--- config.mk ---
export PLATFORM = sky130hd
export DESIGN_NAME = div_op_ctrl
export DESIGN_NICKNAME = d
export VERILOG_FILES = /design/src/rtl/pea_pkg.sv /design/src/rtl/div_sign_fix.sv /design/src/rtl/div_op_ctrl.sv
export SDC_FILE = /design/constraint.sdc
export NUM_CORES = 1
export LEC_CHECK = 0
export ABC_CLOCK_PERIOD_IN_PS = 9990
export BUFFER_PORTS_ARGS = -buffer_cell sky130_fd_sc_hd__buf_4
export CAP_MARGIN = 20
export CORE_MARGIN = 8
export CORE_UTILIZATION = 57
export DETAILED_ROUTE_END_ITERATION = 7
export PLACE_DENSITY = 0.95
export SKIP_LAST_GASP = 1
export SLEW_MARGIN = 20
export SYNTH_ARGS = -nofsm -noshare
export SYNTH_HDL_FRONTEND = slang
export SYNTH_SLANG_ARGS = --single-unit
--- constraint.sdc ---
create_clock -name clk_i -period 9.99 [get_ports clk_i]
set_clock_uncertainty 0.1 [all_clocks]
set_input_delay 2.4975 -clock clk_i [delete_from_list [all_inputs] [get_ports clk_i]]
set_output_delay 2.4975 -clock clk_i [all_outputs]
set_load 0.005 [all_outputs]
--- src/rtl/pea_pkg.sv ---
// Shared PE arithmetic parameters and the divider front/back-end FSM encoding.
package pea_pkg;

  localparam int N_BITS      = 32;
  localparam int N_RADIX     = 2;
  localparam int N_DIV_STAGE = N_BITS / $clog2(N_RADIX);

  localparam logic [N_BITS-1:0] MIN_VAL = {1'b1, {(N_BITS-1){1'b0}}};

  typedef enum logic [1:0] {
    IDLE,
    RUN,
    WAIT,
    DONE
  } div_ctrl_fsm_t;

endpackage

--- src/rtl/div_sign_fix.sv ---
// Conditional two's-complement negation, modulo 2^N_BITS.
module div_sign_fix
  import pea_pkg::*;
(
  input  logic [N_BITS-1:0] in,
  input  logic              neg,
  output logic [N_BITS-1:0] out
);

  function automatic logic [N_BITS-1:0] cond_negate(input logic [N_BITS-1:0] value,
                                                    input logic              flip);
    logic signed [N_BITS-1:0] sval;
    sval = signed'(value);
    return flip ? N_BITS'(-sval) : value;
  endfunction

  assign out = cond_negate(in, neg);

endmodule

--- src/rtl/div_op_ctrl.sv ---
// Operand/result wrapper around the multicycle restoring divider core:
// magnitude conversion, fixed-length core enable sweep, sign fix-up and special cases.
module div_op_ctrl
  import pea_pkg::*;
(
  input  logic              clk_i,
  input  logic              rst_i,
  input  logic              in_valid_i,
  output logic              in_ready_o,
  input  logic [N_BITS-1:0] a_i,
  input  logic [N_BITS-1:0] b_i,
  input  logic              signed_i,
  input  logic              rem_i,
  output logic              core_en_o,
  output logic [N_BITS-1:0] core_n_o,
  output logic [N_BITS-1:0] core_d_o,
  input  logic              core_valid_i,
  input  logic [N_BITS-1:0] core_q_i,
  input  logic [N_BITS-1:0] core_r_i,
  output logic              out_valid_o,
  input  logic              out_ready_i,
  output logic [N_BITS-1:0] res_o,
  output logic              dbz_o
);

  localparam int CNT_W = (N_DIV_STAGE > 1) ? $clog2(N_DIV_STAGE) : 1;

  if (N_DIV_STAGE < 2 || (N_DIV_STAGE & (N_DIV_STAGE - 1)) != 0) begin : g_stage_check
    $error("N_DIV_STAGE must be a power of two");
  end

  div_ctrl_fsm_t     state, state_nxt;
  logic [CNT_W-1:0]  cnt;
  logic              accept, last_iter, div_zero, ovf;
  logic              neg_q, neg_r, rem_sel;
  logic [N_BITS-1:0] mag_a, mag_b, q_fix, r_fix;

  assign accept    = in_valid_i & in_ready_o;
  assign last_iter = (cnt == CNT_W'(N_DIV_STAGE - 1));
  assign div_zero  = (b_i == '0);
  assign ovf       = signed_i & (a_i == MIN_VAL) & (b_i == '1);

  div_sign_fix u_abs_a (.in(a_i),      .neg(signed_i & a_i[N_BITS-1]), .out(mag_a));
  div_sign_fix u_abs_b (.in(b_i),      .neg(signed_i & b_i[N_BITS-1]), .out(mag_b));
  div_sign_fix u_fix_q (.in(core_q_i), .neg(neg_q),                    .out(q_fix));
  div_sign_fix u_fix_r (.in(core_r_i), .neg(neg_r),                    .out(r_fix));

  always_ff @(posedge clk_i or posedge rst_i) begin
    if (rst_i) state <= IDLE;
    else       state <= state_nxt;
  end

  always_comb begin
    state_nxt   = state;
    in_ready_o  = 1'b0;
    core_en_o   = 1'b0;
    out_valid_o = 1'b0;
    case (state)
      IDLE: begin
        in_ready_o = ~rst_i;
        if (accept) state_nxt = (div_zero | ovf) ? DONE : RUN;
      end
      RUN: begin
        core_en_o = 1'b1;
        if (last_iter) state_nxt = WAIT;
      end
      WAIT: begin
        if (core_valid_i) state_nxt = DONE;
      end
      DONE: begin
        out_valid_o = 1'b1;
        if (out_ready_i) state_nxt = IDLE;
      end
      default: state_nxt = IDLE;
    endcase
  end

  // Counter wraps to zero after the last iteration since N_DIV_STAGE is a power of two
  always_ff @(posedge clk_i or posedge rst_i) begin
    if (rst_i)              cnt <= '0;
    else if (state == RUN)  cnt <= cnt + 1'b1;
    else                    cnt <= '0;
  end

  always_ff @(posedge clk_i or posedge rst_i) begin
    if (rst_i) begin
      core_n_o <= '0;
      core_d_o <= '0;
      neg_q    <= 1'b0;
      neg_r    <= 1'b0;
      rem_sel  <= 1'b0;
      res_o    <= '0;
      dbz_o    <= 1'b0;
    end else if (accept) begin
      core_n_o <= mag_a;
      core_d_o <= mag_b;
      neg_q    <= signed_i & (a_i[N_BITS-1] ^ b_i[N_BITS-1]);
      neg_r    <= signed_i & a_i[N_BITS-1];
      rem_sel  <= rem_i;
      dbz_o    <= div_zero;
      if (div_zero)  res_o <= rem_i ? a_i : '1;
      else if (ovf)  res_o <= rem_i ? '0 : MIN_VAL;
    end else if (state == WAIT && core_valid_i) begin
      res_o <= rem_sel ? r_fix : q_fix;
    end
  end

endmodule

==> metrics <==
clock insertion delay at the later pin of the skew report=0.35 ns; max_cap viols=0; Clk Tree Root Cell=clkbuf_16; GR Layer Usage met3=7.27%; syn_nets=1,075; total routed wirelength=27.1 mm; share of layout cells above drive strength 1=25.6%; critical path data arrival time=6.01 ns; Num Clock Sinks=107; H-Tree Depth=3; post-cts resize count=0; first-pass GRT wire length=43.2 mm; die area=17,700 µm²; most common cell in the synthesized netlist=dfrtp_1; Crit path required time=10.12 ns; synthesis-to-finish area growth=27.5%; HP Start=cnt[0]$_DFF_PP0_; Async S/R FF share, synth=100%; Critical Path Source=a_i[0]; met2 usage=48.3%; Placer Congestion=0.949; CP Capture Type=flip-flop; initial antenna violation count=0; CTS tree=built; Yosys cell types=66; width of the chip=133 µm; CP max stage delay=0.94 ns; number of nets with antenna violations after routing=0; Most Crowded Layer GR=met2; initial drt markers=908; postcts setup bufs=0; clock slew at reported path FFs=0.07 ns; Crit path max-delay family=simple AND/OR/NAND/NOR gates; setup TNS=0 ns; LEAKAGE=4.38 nW; worst-path fanout max=14; Min-Delay Path Class=reg2reg; Yosys reg bits=107; Buf/Inv on CP=2; Startpoint Class=primary input; PortBufs=234; drt wl/cell=20.7 µm; CTS max path bufs=2; worst-margin pin slew=1.09 ns; grt total ovfl=0; Syn. warnings=0; Max stage delay cell, worst path=o31ai_2; Slew HR=26.5%; Crit Path Category=in2reg; hpwl dp=21.0 mm; Tmin final=5.88 ns; Max Slew Vio Count=0; leading area contributor after synthesis=dfrtp_1; EDFF count, synth=0; ranking of synthesized cells by area=dfrtp_1 34%, xor2_1 7.3%, o21ai_0 6.3%; largest net degree at the start of global routing=91; Mapped Cells=928; met1 usage=36.3%; period utilization=58.9%; total track usage=30.0%; Syn Area/Cell=8.43 µm²; PwrDens=229 nW/µm²; status=complete, no violations; top post-synthesis cells by count=107 x dfrtp_1, 103 x nand2_1, 98 x o21ai_0; # setup viols final=0; drt via density=6.28; I/O pins=235; via count=8,225; DR DRC count=0; Cell Rows=43; hold_buf cts=0; post-synth top area share=34.2%; crit path cell chain=buf_4, inv_1, ha_1, or3b_2, nor4_2, nand4_1, o31ai_2, nor2_1, a221o_1; Hold Worst Slack=0.367 ns; area of the core=13,700 µm²; final hold viol count=0; Peak VDD IR=113 µV; sequential share of the synthesized area=34.2%; RSZ-0062 raised after global routing=no; Primary FF master, synth=dfrtp_1; Final nets=1,271; 1st-pass router iterations=6; Antenna diodes=0; vias in the first global route=8,260; initial core utilization=57.2%; Fmax=170 MHz; Die H=133 µm; Num CTS Buffers=9; Cell Area, Synth=7820 µm²; RR Startpoint=state[0]$_DFFE_PP0P_
## power by group
group / internal (mW) / leakage (nW) / switching (mW) / total [mW]
combinational: 0.545 / 2.89 / 0.540 / 1.08
clock: 0.247 / 0.163 / 0.168 / 0.415
sequential: 0.629 / 1.33 / 0.154 / 0.783
total: 1.42 / 4.38 / 0.861 / 2.28
## cells in the final DEF (no fill, tap or decap), drive strengths merged, types with 15 or more instances in the layout
| cell type | n |
|---|---|
| inv | 28 |
| or3 | 15 |
| buf | 241 |
| nand2b | 15 |
| nand3 | 20 |
| a21oi | 22 |
| nor4 | 21 |
| or4 | 22 |
| nor3 | 28 |
| nand2 | 103 |
| dfrtp | 107 |
| o41ai | 16 |
| o31ai | 29 |
| xor2 | 65 |
| mux2i | 16 |
| xnor2 | 40 |
| o21ai | 103 |
| a31oi | 18 |
| nor2 | 60 |
## state kept, by name, indices dropped and copies added, names as in the netlist
signal and cells:
core_n_o 32, neg_q 1, state 2, neg_r 1, res_o 32, rem_sel 1, core_d_o 32, cnt 5
dbz_o 1
## metrics by stage
stage	util (%)	setup WS [ns]	power, mW	instances	cell area (µm²)
6_report	72.9	4.11	2.28	1309	9970
5_1_grt	72.9	4.00	2.43	1309	9970
4_1_cts	72.9	4.19	2.28	1309	9970
3_5_place_dp	70.4	3.83	1.86	1293	9620
3_3_place_gp	70.4	3.96	1.81	1293	9620
2_1_floorplan	-	4.58	1.31	928	7820
## area by class of cell
| type | instances | area, µm² |
|---|---|---|
| multi-input cells | 739 | 4810 |
| fillers | 1050 | 3700 |
| flip-flops and latches | 107 | 2680 |
| repair buffers | 241 | 1810 |
| clock buffers | 9 | 225 |
| well taps | 180 | 225 |
| clock inverters | 7 | 123 |
| inverters | 26 | 100 |
## worst paths after layout
check	endpoint	slack (ns)	cells past startpoint
max in group asynchronous	res_o[20]$_DFFE_PP0P_	6.43	3
worst min-delay path	cnt[0]$_DFF_PP0_	0.37	1
worst max-delay path	res_o[16]$_DFFE_PP0P_	4.11	9
worst min register to register	cnt[0]$_DFF_PP0_	0.37	1
min in group asynchronous	core_n_o[29]$_DFFE_PP0P_	2.08	2
worst max register to register	res_o[16]$_DFFE_PP0P_	6.71	8
## cell families after synthesis
family                   Yosys count  share of synthesized area (%)
buffers and inverters             82                           4.29
adder cells (fa/ha/maj)           12                           1.92
AND/OR/NAND/NOR                  342                           23.0
multiplexers                      26                           3.49
AO/OA/AOI/OAI                    254                           21.3
XOR/XNOR                         105                           11.8
flip-flops                       107                           34.2
## layer usage
layer,vias up,part of all wire [%]
met3,115,9.1
li1,3771,-
met2,513,47
met5,-,0
met1,3826,39
met4,0,5.4
Power figures use the tool's default switching activity.
